--- src/rtl/spi_flash_reader.sv ---
// rtl/spi_flash_reader.sv - single-lane SPI flash read initiator (command 0x03, SCK mode 0)
module spi_flash_reader #(
    parameter int unsigned SCK_HALF = 2,   // system clocks per SCK half-period, 1..255
    parameter int unsigned CS_HIGH  = 4    // minimum system clocks csb stays high between transfers, 1..255
) (
    input  logic        wb_clk_i,          // system clock
    input  logic        wb_rst_i,          // synchronous reset, active-high
    input  logic        i_req_valid,       // read request valid
    output logic        o_req_ready,       // block can accept a request
    input  logic [23:0] i_req_addr,        // flash byte address, any alignment
    output logic        o_rsp_valid,       // one-cycle pulse, o_rsp_data valid
    output logic [31:0] o_rsp_data,        // bytes addr..addr+3 in [7:0]..[31:24]
    output logic        o_busy,            // high from accept until the csb gap ends
    output logic        o_flash_csb,       // chip select, active-low
    output logic        o_flash_clk,       // SCK, idles low
    output logic        o_flash_io0,       // MOSI
    input  logic        i_flash_io1        // MISO
);

    typedef enum logic [1:0] {
        ST_IDLE  = 2'd0,
        ST_SHIFT = 2'd1,
        ST_GAP   = 2'd2
    } state_t;

    localparam logic [7:0] DIV_LAST  = 8'(SCK_HALF - 1);
    localparam logic [7:0] GAP_LAST  = 8'(CS_HIGH - 1);
    localparam logic [6:0] BIT_TOTAL = 7'd64;
    localparam logic [6:0] BIT_DATA  = 7'd32;

    state_t      state;
    state_t      state_next;

    logic [7:0]  div_cnt;
    logic [6:0]  bit_cnt;      // SCK rising edges issued so far in this transfer
    logic [7:0]  gap_cnt;
    logic [63:0] tx_shift;     // {cmd, addr, zeros}; bit 63 is always on MOSI
    logic [31:0] rx_shift;
    logic        sck_q;
    logic        csb_q;
    logic        rsp_valid_q;
    logic [31:0] rsp_data_q;

    logic        accept;
    logic        half_tick;
    logic        sck_rise;
    logic        sck_fall;
    logic        last_fall;
    logic        gap_done;

    always_ff @(posedge wb_clk_i) begin
        if (wb_rst_i) begin
            state <= ST_IDLE;
        end else begin
            state <= state_next;
        end
    end

    always_comb begin
        accept     = 1'b0;
        half_tick  = 1'b0;
        sck_rise   = 1'b0;
        sck_fall   = 1'b0;
        last_fall  = 1'b0;
        gap_done   = 1'b0;
        state_next = state;
        case (state)
            ST_IDLE: begin
                accept = i_req_valid;
                if (accept) begin
                    state_next = ST_SHIFT;
                end
            end
            ST_SHIFT: begin
                half_tick = (div_cnt == DIV_LAST);
                sck_rise  = half_tick && !sck_q;
                sck_fall  = half_tick && sck_q;
                // The transfer ends on the falling edge that follows the 64th rise.
                last_fall = sck_fall && (bit_cnt == BIT_TOTAL);
                if (last_fall) begin
                    state_next = ST_GAP;
                end
            end
            ST_GAP: begin
                gap_done = (gap_cnt == GAP_LAST);
                if (gap_done) begin
                    state_next = ST_IDLE;
                end
            end
            default: begin
                state_next = ST_IDLE;
            end
        endcase
    end

    always_ff @(posedge wb_clk_i) begin
        if (wb_rst_i) begin
            div_cnt     <= 8'd0;
            bit_cnt     <= 7'd0;
            gap_cnt     <= 8'd0;
            tx_shift    <= 64'd0;
            rx_shift    <= 32'd0;
            sck_q       <= 1'b0;
            csb_q       <= 1'b1;
            rsp_valid_q <= 1'b0;
            rsp_data_q  <= 32'd0;
        end else begin
            rsp_valid_q <= 1'b0;

            if (accept) begin
                tx_shift <= {8'h03, i_req_addr, 32'd0};
                div_cnt  <= 8'd0;
                bit_cnt  <= 7'd0;
                sck_q    <= 1'b0;
                csb_q    <= 1'b0;
            end

            if (state == ST_SHIFT) begin
                div_cnt <= half_tick ? 8'd0 : div_cnt + 8'd1;
                if (half_tick) begin
                    sck_q <= ~sck_q;
                end
                // MISO is captured with the edge that raises SCK, i.e. the value
                // the flash has held for the whole low half-period.
                if (sck_rise) begin
                    bit_cnt <= bit_cnt + 7'd1;
                    if (bit_cnt >= BIT_DATA) begin
                        rx_shift <= {rx_shift[30:0], i_flash_io1};
                    end
                end
                if (sck_fall) begin
                    tx_shift <= {tx_shift[62:0], 1'b0};
                end
                if (last_fall) begin
                    csb_q       <= 1'b1;
                    rsp_valid_q <= 1'b1;
                    // First byte on the wire lands in the low byte.
                    rsp_data_q  <= {rx_shift[7:0], rx_shift[15:8], rx_shift[23:16], rx_shift[31:24]};
                    gap_cnt     <= 8'd0;
                end
            end

            if ((state == ST_GAP) && !gap_done) begin
                gap_cnt <= gap_cnt + 8'd1;
            end
        end
    end

    assign o_req_ready = (state == ST_IDLE);
    assign o_busy      = (state != ST_IDLE);
    assign o_rsp_valid = rsp_valid_q;
    assign o_rsp_data  = rsp_data_q;
    assign o_flash_csb = csb_q;
    assign o_flash_clk = sck_q;
    assign o_flash_io0 = tx_shift[63];

endmodule

--- config.mk ---
export PLATFORM = sky130hd
export DESIGN_NAME = spi_flash_reader
export DESIGN_NICKNAME = d
export VERILOG_FILES = /design/src/rtl/spi_flash_reader.sv
export SDC_FILE = /design/constraint.sdc
export NUM_CORES = 1
export LEC_CHECK = 0
export CORE_ASPECT_RATIO = 1.25
export CORE_MARGIN = 3
export CORE_UTILIZATION = 61
export DETAILED_ROUTE_END_ITERATION = 10
export GPL_TIMING_DRIVEN = 0
export PLACE_DENSITY = 0.85
export SLEW_MARGIN = 25
export SYNTH_ARGS = -nofsm -noshare
export SYNTH_HDL_FRONTEND = slang
export SYNTH_SLANG_ARGS = --single-unit
--- constraint.sdc ---
create_clock -name wb_clk_i -period 3.69 [get_ports wb_clk_i]
set_input_delay 0.369 -clock wb_clk_i [delete_from_list [all_inputs] [get_ports wb_clk_i]]
set_output_delay 0.369 -clock wb_clk_i [all_outputs]
set_load 0.03 [all_outputs]
## Yosys cells after proc, flatten, opt, wreduce, memory -nomap -nowiden

Index checks and enable logic that the tools add are counted.

- Add/sub/neg operators: 3
- $lt $le $gt $ge: 1
- Equal/unequal tests: 8
- Muxes and demuxes: 29
- Bitwise gates (word level): 2
- Reductions and logical operators: 16

Operators by type and width:

| cell | number |
|---|---|
| 64-bit 2-to-1 mux | 3 |
| 8-bit 2-to-1 mux | 6 |
| 7-bit 2-to-1 mux | 3 |
| 8-bit by 1-bit adder with 8-bit output (second input constant) | 2 |
| 1-bit 2-to-1 mux | 13 |
| 8-bit by 1-bit == test with 1-bit output (second input constant) | 1 |
| 8-bit by 2-bit == test with 1-bit output (second input constant) | 1 |
| 2-bit nonzero test | 4 |
| 7-bit by 1-bit adder with 7-bit output (second input constant) | 1 |
| 7-bit == test (second input constant) | 1 |
| 7-bit by 6-bit greater-or-equal comparator with 1-bit output (second input constant) | 1 |
| 2-bit 2-to-1 mux | 3 |
| 2-bit inequality test (second input constant) | 3 |
| 2-bit one-hot mux with 3 select lines | 1 |
| 3-bit AND reduction | 2 |
| 1-bit logical AND | 4 |
| 2-bit AND reduction | 2 |
| 2-bit by 1-bit == test with 1-bit output (second input constant) | 1 |
| 2-bit == test (second input constant) | 1 |
| 1-bit logical NOT | 2 |
| 2-bit logical NOT | 1 |
| 1-bit NOT | 2 |
| 2-bit OR reduction | 1 |

- Register bits after elaboration: 156
- Input port bits: 28
- Output and inout bits: 38
- Logic and storage cells: 69

## Longest topological paths before layout

Gate-level depths: netlist of run 1.

- Word-level depth: 7
- Depth in mapped cells: 8

## Least setup slack after synthesis of run 1

Ideal clock, no wire load.

- Path type: flip-flop to flip-flop
- Start: register div_cnt[0]
- End: register bit_cnt[5]
- Arrival: 2,132 ps
- Required time: 3,567 ps
- Setup slack: 1,435 ps
- Stages on the path, launching flop included: 7
- Period minus slack after synthesis: 2,255 ps
- Cell sequence: dfxtp_1 > ha_1 > or4b_4 > or4_4 > buf_6 > nor3_1 > mux2_1

- Longest elaborated chain between the ends: 5

RTL lines:

| what | line | source |
|---|---|---|
| start: declaration | 34 | `logic [7:0] div_cnt;` |
| start signal: assignment | 119 | `div_cnt <= half_tick ? 8'd0 : div_cnt + 8'd1;` |
| 8-bit by 1-bit == test with 1-bit output | 75 | `half_tick = (div_cnt == DIV_LAST);` |
| 1-bit logical AND | 76 | `sck_rise = half_tick && !sck_q;` |
| 1-bit 2-to-1 mux | 67 | `case (state)` |
| 7-bit 2-to-1 mux | 125 | `if (sck_rise) begin` |
| 7-bit 2-to-1 mux | 118 | `if (state == ST_SHIFT) begin` |
| end signal: assignment | 126 | `bit_cnt <= bit_cnt + 7'd1;` |
| end: declaration | 35 | `logic [6:0] bit_cnt;` |

Every way passes these cells.
A chain may end at the register's enable or synchronous reset.

## Worst setup path in the final report of run 1

- Start: register div_cnt[0]
- End: register rsp_data_q[6], in the netlist o_rsp_data[6]

- Longest elaborated chain between the ends: 5

RTL lines:

| what | line | source |
|---|---|---|
| 8-bit by 1-bit == test with 1-bit output | 75 |  |
| 1-bit logical AND | 77 | `sck_fall = half_tick && sck_q;` |
| 1-bit logical AND | 79 | `last_fall = sck_fall && (bit_cnt == BIT_TOTAL);` |
| 1-bit 2-to-1 mux | 67 |  |
| 2-bit AND reduction (no line) | n/a |  |
| end signal: assignment | 138 | `rsp_data_q <= {rx_shift[7:0], rx_shift[15:8], rx_shift[23:16], rx_shift[31:24]};` |
| end: declaration | 42 | `logic [31:0] rsp_data_q;` |

Every way passes these cells.

==> results of run 1 <==
[cell families after synthesis]
group | synth area share [%]
AND/OR/NAND/NOR | 26.3
adder cells (fa/ha/maj) | 0.987
flip-flops | 49.3
XOR/XNOR | 0.138
multiplexers | 0.651
buffers and inverters | 4.85
AO/OA/AOI/OAI | 17.9
[state kept, by name, indices dropped and copies added, names as in the netlist]
| name | flops |
|---|---|
| o_rsp_data | 32 |
| tx_shift | 64 |
| o_flash_clk | 1 |
| o_flash_csb | 1 |
| state | 2 |
| div_cnt | 8 |
| bit_cnt | 7 |
| gap_cnt | 8 |
| rx_shift | 32 |
| o_rsp_valid | 1 |
[worst max-delay path, stage by stage (launching register included)]
cell and delay, ps:
dfxtp_1 410, ha_1 190, nor4b_2 560, nand3_1 470, or2_1 340, clkbuf_1 240
buf_2 260, a31o_2 260
[through the flow]
step | power, µW | util (%) | worst slack (ps) | cells | hold WS, ps
2_1_floorplan | 1880 | - | 1430 | 750 | 428
3_3_place_gp | 1950 | 70.8 | 1050 | 944 | 436
3_5_place_dp | 1960 | 70.8 | 935 | 944 | 444
4_1_cts | 3640 | 76.5 | 871 | 976 | 455
5_1_grt | 3740 | 76.5 | 697 | 976 | 479
6_report | 3630 | 76.5 | 855 | 976 | 455
[cell usage in the layout (no fill, tap or decap), types with 3 or more instances in the layout]
cell / instances
clkinv_4: 4
a31o_2: 17
nor3_1: 10
a311oi_1: 24
nor4_1: 3
a21oi_1: 81
clkbuf_1: 55
nand2_1: 162
a31o_1: 15
inv_1: 10
clkdlybuf4s50_1: 65
nor3b_1: 8
o21ai_0: 10
a211oi_1: 3
nor2_1: 40
and3_1: 4
nand4_1: 7
nand2b_1: 4
inv_6: 5
ha_1: 5
dfxtp_1: 156
and4_1: 4
o21ba_2: 3
buf_2: 3
nand3_1: 54
inv_8: 3
nor4b_1: 33
mux2i_1: 3
buf_1: 7
clkbuf_16: 17
[path summary, 6_finish.rpt]
kind	start	end	slack, ps	depth (start not counted)
worst max-delay path	div_cnt[0]	o_rsp_data[6]	850	7
worst min-delay path	tx_shift[30]	tx_shift[31]	450	2
worst max register to register	div_cnt[0]	o_rsp_data[6]	850	7
worst min register to register	tx_shift[30]	tx_shift[31]	450	2
[report_power, final]
part / leakage [µW] / switching (µW) / internal, µW
sequential: 0.00126 / 17.4 / 1710
combinational: 0.00108 / 133 / 73.8
clock: 0.000285 / 744 / 955
[layer usage]
metal / global-route usage, % / up-vias / routed length (µm)
met1: 31.8 / 2852 / 6550
met4: 13.8 / 0 / 412
met2: 50.0 / 218 / 8330
met5: 0 / - / 0
met3: 5.81 / 41 / 773
li1: - / 2844 / -
[layout make-up]
class	count	area share [%]
Inverter	10	0.485
Sequential cell	156	40.4
Multi-Input combinational cell	517	37.6
Clock buffer	17	5.50
Buffer	67	3.49
Tap cell	129	2.09
Clock inverter	15	2.01
Timing Repair Buffer	65	8.41
==> results.cfg, run 1 <==
[die]
dieArea_mm2 = 0.0117
num_io_pins = 66
die_x_um = 97.2
core_mm2 = 0.0101
start_util_pct = 62.7
num_rows = 41
die-height_um = 120

[setup_path]
cp.required_ps = 4000
arrival_ps = 3150
worstSetupPathType = reg2reg
startpoint_type = flop
endpoint_kind = flop
crit_fanout = 10

[synth]
yosys_register_bits = 156
synth.yosys.seq_area_share_pct = 49.3
synthMostInstantiatedCell = nand2_1
yosys.area.top_type = dfxtp_1
synth.area.top_cells = dfxtp_1 (49%), nand2_1 (9.6%), a21oi_1 (6.4%)
synthArstFlopShare_pct = 0
syn_nets = 783
ys_types = 46
synth_edf_count = 0
yosys_warnings = 0
avgSynthCellArea_um2 = 8.45
synthCells = 750
synth_top_flop_cell = dfxtp_1
netlist_top_cells_count = nand2_1 (162), dfxtp_1 (156), a21oi_1 (81)
synth_area_mm2 = 0.00634
synth_top_area_share_pct = 49.3

[cts]
cts_resized = 0
clock_sinks = 156
cts_buffers = 17
cts_tree = done
ctsHtreeMaxLevel = 4
cts_root_buf = clkbuf_16
postCtsSetupRepairBufs = 0
cts_buffer_depth = 2
clkTransAtPathRegs_ps = 70
insertion_delay_ps = 420
hold_buffers = 0

[power]
power-per-cell-area_mw_per_mm2 = 469
p_leak_uw = 0.00263
peakVddDrop_v = 0.000365

[place]
hpwl_um = 11000
place_congestion = 0.887
placed_area_mm2 = 0.00715
portBuffers = 65

[routing]
drtIter0Drc = 515
num_vias = 5955
wl_um = 16100
drt_pre_antenna_iters = 6
via_per_inst = 6.10
drc = 0
wl_per_cell_um = 16.5
antenna_left = 0

[hold_path]
min_path_type = reg2reg

[sta]
period_share_pct = 76.8
hold_viol = 0
maxSlewHeadroom_pct = 45.9
rsz0062_at_grt = false
min_period_ps = 2840
finalClockSkew_ps = 8.84
fmax_mhz = 353
fin_setup_tns_ps = 0
worstMarginPinSlew_ps = 806
drv_slew = 0
setup_viol = 0

[global_route]
grtUsageTotal_pct = 28.1
grt_pass1_vias = 5891
grt_pass1_wl_um = 27200
grt.overflow.total = 0
antenna_found_initial = 0
grt_max_degree = 17

[layout]
fill_cells = 689
regArea_mm2 = 0.00312
multi_input_area_mm2 = 0.00291
area_growth_syn_to_layout_pct = 22.0
postLayoutCellArea_mm2 = 0.00773
num_antenna_cells = 0
fin_nets = 867
drive_above_1_share_pct = 7.32

[flow_run]
cap_viol_max_count = 0

[status]
status = completed
No activity file was read; power rests on OpenSTA's default activity.
==> run 2, diff against run 1 <==
--- a/config.mk
+++ b/config.mk
@@ -7,10 +7,10 @@
 export LEC_CHECK = 0
 export CORE_ASPECT_RATIO = 1.25
 export CORE_MARGIN = 3
-export CORE_UTILIZATION = 61
+export CORE_UTILIZATION = 51
 export DETAILED_ROUTE_END_ITERATION = 10
 export GPL_TIMING_DRIVEN = 0
-export PLACE_DENSITY = 0.85
+export PLACE_DENSITY = 0.76
 export SLEW_MARGIN = 25
 export SYNTH_ARGS = -nofsm -noshare
 export SYNTH_HDL_FRONTEND = slang
==> constraint.sdc (replaced) <==
create_clock -name wb_clk_i -period 2.4 [get_ports wb_clk_i]
set_input_delay 0.24 -clock wb_clk_i [delete_from_list [all_inputs] [get_ports wb_clk_i]]
set_output_delay 0.24 -clock wb_clk_i [all_outputs]
set_load 0.03 [all_outputs]
==> run 2 against run 1 <==
Net effect:
- non-clock buffer count grew 4
- critical path type unchanged
- critical path depth down 1
- critical endpoint is now bit_cnt[5]
- utilization is 10 points lower
- cell count is 3.7% higher
- final area up 1.7%
- sequential power grew 54%
- clock-buffer cell count is 1 higher
- first-iteration DRC count down 21%
- setup slack got worse by 760 ps
- fmax grew 23%
- worst hold slack worse by 63 ps
- via count is 2.2% lower
==> results.cfg, run 2 (synthesis results as in run 1) <==
[cts]
cts_buffer_depth = 2
cts_tree = done
clock_sinks = 156
insertion_delay_ps = 420
clkTransAtPathRegs_ps = 60
cts_root_buf = clkbuf_16
cts_buffers = 17
hold_buffers = 0
ctsHtreeMaxLevel = 4

[power]
p_leak_uw = 0.00268
share_comb_of_total_power_pct = 5.7
peakVddDrop_v = 0.000437
p_switching_uw = 1340
total_power_uw = 5670
p_seq_share_pct = 46.8
switching_share_pct = 23.7
pwr-share-clk_pct = 47.5
p_int_uw = 4320
power-per-cell-area_mw_per_mm2 = 721

[place]
portBuffers = 65
place_inst = 976
placed_area_mm2 = 0.00719
place_congestion = 0.852
hpwl_um = 11100

[routing]
num_vias = 5823
wl_per_cell_um = 15.8
drt_pre_antenna_iters = 5
via_per_inst = 5.75
antenna_left = 0
drc = 0
drtIter0Drc = 406
wl_um = 16000

[setup_path]
startpoint_type = flop
crit_fanout = 8
reg2reg_depth = 6
reg2reg_to = bit_cnt[5]
rr_startpoint = div_cnt[1]
cp_num_buf_inv = 1
worstSetupPathType = reg2reg
cp.required_ps = 2710
path_cells = inv_1 -> ha_2 -> or4b_4 -> or4_4 -> nor3_4 -> mux2_4
cp_slowest_stage_delay_ps = 610
critical-path-top-delay-family = simple AND/OR/NAND/NOR gates
endpoint_kind = flop
critPathSlowestCell = or4_4
r2r_slack_ps = 100
arrival_ps = 2610

[global_route]
grt_pass1_vias = 5731
grt_max_degree = 17
antenna_found_initial = 0
grt.overflow.total = 0
grt_pass1_wl_um = 26800
grtUsageTotal_pct = 23.7

[die]
die-height_um = 131
start_util_pct = 53.3
num_io_pins = 66
num_rows = 44
die_x_um = 106
dieArea_mm2 = 0.0138
core_mm2 = 0.0119

[sta]
fmax_mhz = 434
min_period_ps = 2300
drv_slew = 0
setup_viol = 0
finalClockSkew_ps = 9.55
rsz0062_at_grt = false
period_share_pct = 96.0
hold_viol = 0
worstMarginPinSlew_ps = 825
maxSlewHeadroom_pct = 44.7

[layout]
fill_cells = 1018
drive_above_1_share_pct = 8.93
area_growth_syn_to_layout_pct = 24.0
final_cells = 1012
postLayoutCellArea_mm2 = 0.00786
regArea_mm2 = 0.00312
layout_common_cells = nand2_1 (162), dfxtp_1 (155), a21oi_1 (81)
multi_input_area_mm2 = 0.00295
largest-register = tx_shift
largest_register_ffs = 64
num_antenna_cells = 0
mostFrequentLayoutCell = nand2_1
fin_nets = 871

[hold_path]
holdPathStages = 3
min_from = i_req_addr[18]
holdPathEnd = tx_shift[50]
min_path_type = in2reg

[status]
status = completed

[flow_run]
cap_viol_max_count = 0
## run 2: cell types whose count changed in the layout (fill, tap and decap cells not counted), sizes merged
cell and change:
inv -2, clkinvlp +3, clkbuf +2, bufinv +1, clkinv -3, buf +3
## run 2: worst reg2reg max path, cell delays in order (launching register included)
cell	delay (ps)
dfxtp_1	320
inv_1	70
ha_2	180
or4b_4	470
or4_4	610
nor3_4	230
mux2_4	310
## run 2: worst max-delay path by stage
stage                     end  slack, ps  cells after the start        from
6_report           bit_cnt[5]        100                      6  div_cnt[1]
5_1_grt           rx_shift[3]         20                     10  div_cnt[1]
4_1_cts            bit_cnt[5]         20                      7  div_cnt[1]
3_5_place_dp   o_rsp_data[28]       -400                      7  div_cnt[0]
3_3_place_gp   o_rsp_data[28]       -310                      7  div_cnt[0]
2_1_floorplan      bit_cnt[5]        140                      6  div_cnt[0]
## run 2: cell type report
cell class	instances	area share, %
Inverter	10	0.477
Tap cell	161	2.56
Clock buffer	18	5.59
Timing Repair Buffer	71	8.85
Sequential cell	156	39.7
Buffer	65	3.33
Multi-Input combinational cell	517	37.5
Clock inverter	14	1.99
## run 2: what timing repair did
action,4_1_cts,5_1_grt
resized for setup,4,10
pin swaps,0,2
setup endpoints to repair,80,89
setup buffers,1,5
## run 2: power groups by stage
stage / clock [µW] / sequential, µW / combinational (µW)
floorplan: 0 / 2700 / 183
global placement: 0 / 2700 / 303
detailed placement: 0 / 2710 / 309
CTS: 2710 / 2650 / 319
global route: 2840 / 2650 / 353
finish: 2690 / 2650 / 324
## run 2: routing by layer
metal | global-route usage (%) | wire [µm] | up-vias
li1 | - | - | 2852
met1 | 27.5 | 6950 | 2767
met2 | 42.2 | 7980 | 169
met3 | 5.41 | 687 | 35
met4 | 10.4 | 412 | 0
met5 | 0 | 0 | -
## run 2: through the flow
stage | utilization (%) | setup WS, ps | hold WS [ps] | setup TNS [ps]
floorplan | - | 145 | 376 | 0
finish | 66.1 | 95.6 | 392 | 0
global route | 66.1 | 23.6 | 402 | 0
global placement | 60.5 | -308 | 436 | -11810
CTS | 65.7 | 16.2 | 393 | 0
detailed placement | 60.5 | -399 | 444 | -18240
==> run 3, diff against run 2 <==
--- a/config.mk
+++ b/config.mk
@@ -15,3 +15,4 @@
 export SYNTH_ARGS = -nofsm -noshare
 export SYNTH_HDL_FRONTEND = slang
 export SYNTH_SLANG_ARGS = --single-unit
+export TNS_END_PERCENT = 20
==> run 3 against run 2 <==
Net effect:
- sequential share of layout area fell by 0.057 points
- utilization grew 0.095 points
- register-to-register slack worse by 40 ps
- critical endpoint is now bit_cnt[6]
==> results.cfg, run 3 (synthesis results as in run 1) <==
[sta]
rsz0062_at_grt = true
setup_slack_ps = 57.6
hold_viol = 0
period_share_pct = 97.6
worstMarginPinSlew_ps = 793
fmax_mhz = 427
maxSlewHeadroom_pct = 46.8
min_period_ps = 2340
finalClockSkew_ps = 8.53
drv_slew = 0
fin_setup_tns_ps = 0
setup_viol = 0

[setup_path]
cp.required_ps = 2740
critical_path.most_common_cell = or4_4
critPathSlowestCell = or4_4
reg2reg_depth = 7
cp_slowest_stage_delay_ps = 520
rr_startpoint = div_cnt[1]
crit_start = div_cnt[1]
reg2reg_to = bit_cnt[6]
r2r_slack_ps = 60
cp_num_buf_inv = 2
crit_fanout = 8
arrival_ps = 2690
critical-path-top-delay-family = simple AND/OR/NAND/NOR gates
endpoint_kind = flop
path_cells = inv_1 -> ha_2 -> or4b_4 -> or4_4 -> buf_6 -> or4_4 -> o221ai_2
setup.worst_path.end = bit_cnt[6]
startpoint_type = flop
worstSetupPathType = reg2reg
worstSetupPathDepth = 7

[die]
die-height_um = 131
core_mm2 = 0.0119
start_util_pct = 53.3
dieArea_mm2 = 0.0138
die_x_um = 106
num_io_pins = 66
num_rows = 44

[routing]
num_vias = 5840
antenna_left = 0
drc = 0
wl_per_cell_um = 15.9
drt_pre_antenna_iters = 5
via_per_inst = 5.77
wl_um = 16100
drtIter0Drc = 387

[place]
place_inst = 976
portBuffers = 65
dp_slack_ps = -399
placed_area_mm2 = 0.00719
hpwl_um = 11100
place_congestion = 0.852

[layout]
fill_cells = 1016
final_cells = 1013
largest-register = tx_shift
area_growth_syn_to_layout_pct = 24.2
layout_common_cells = nand2_1 (162), dfxtp_1 (155), a21oi_1 (81)
fin_nets = 872
largest_register_ffs = 64
mostFrequentLayoutCell = nand2_1
num_antenna_cells = 0
postLayoutCellArea_mm2 = 0.00787
drive_above_1_share_pct = 9.04

[global_route]
grtUsageTotal_pct = 23.7
antenna_found_initial = 0
grt_pass1_vias = 5731
grt.overflow.total = 0
grt_max_degree = 17
grt_pass1_wl_um = 26800

[cts]
cts_buffer_depth = 2
cts_buffers = 17
ctsHtreeMaxLevel = 4
insertion_delay_ps = 430
cts_tree = done
clock_sinks = 156
cts_root_buf = clkbuf_16
clkTransAtPathRegs_ps = 60

[hold_path]
min_path_type = in2reg
min_from = i_req_addr[18]

[flow_run]
cap_viol_max_count = 0

[power]
p_leak_uw = 0.00268
total_power_uw = 5680
power-per-cell-area_mw_per_mm2 = 721
peakVddDrop_v = 0.000442

[status]
status = completed
-- run 3: cell types whose count changed in the layout (fill, tap and decap cells not counted), sizes merged --
cell	delta
buf	+1
-- run 3: layer usage --
layer  vias up  GRT usage, %  part of all wire [%]  wire [µm]
met3        26          5.41                   4.6        739
met5         -             0                     0          0
li1       2856             -                     -          -
met4         0          10.4                   2.2        353
met1      2777          27.5                    43       6940
met2       181          42.2                    50       8060
-- run 3: cell type report --
class                   count  area [µm²]  area share, %
plain buffers              66         273           3.46
clock buffers              18         439           5.58
clock inverters            14         156           1.99
inverters                  10        37.5          0.477
multi-input cells         517        2950           37.4
flip-flops and latches    156        3120           39.7
well taps                 161         201           2.56
repair buffers             71         696           8.84
-- run 3: worst min path at each step --
| stage | to | slack [ps] | depth (start not counted) |
|---|---|---|---|
| floorplan | rx_shift[0] | 380 | 2 |
| global placement | tx_shift[3] | 440 | 2 |
| detailed placement | tx_shift[7] | 440 | 2 |
| CTS | tx_shift[50] | 390 | 3 |
| global route | tx_shift[53] | 400 | 3 |
| finish | tx_shift[50] | 390 | 3 |
-- run 3: worst min-delay path: cells and delay by family --
| kind | cells | cell delay (ps) |
|---|---|---|
| buffers and inverters | 1 | 400 |
| and+or+nand+nor | 1 | 60 |
| AOI/OAI and AO/OA | 1 | 70 |
-- run 3: metrics by stage --
step	util [%]	hold WS (ps)
6_report	66.2	388
4_1_cts	65.7	393
3_5_place_dp	60.5	444
3_3_place_gp	60.5	436
5_1_grt	66.2	402
2_1_floorplan	-	376
-- run 3: what timing repair did --
| item | in CTS | in global routing |
|---|---|---|
| pin swaps | 0 | 2 |
| hold buffers | 0 | 0 |
| setup endpoints to repair | 80 | 89 |
| resized for setup | 4 | 10 |
| buffers inserted | 1 | 5 |
-- run 3: power breakdown --
part | internal [µW] | total (µW) | switching [µW]
clock network | 1580 | 2700 | 1120
logic | 121 | 326 | 205
registers | 2630 | 2650 | 25.6
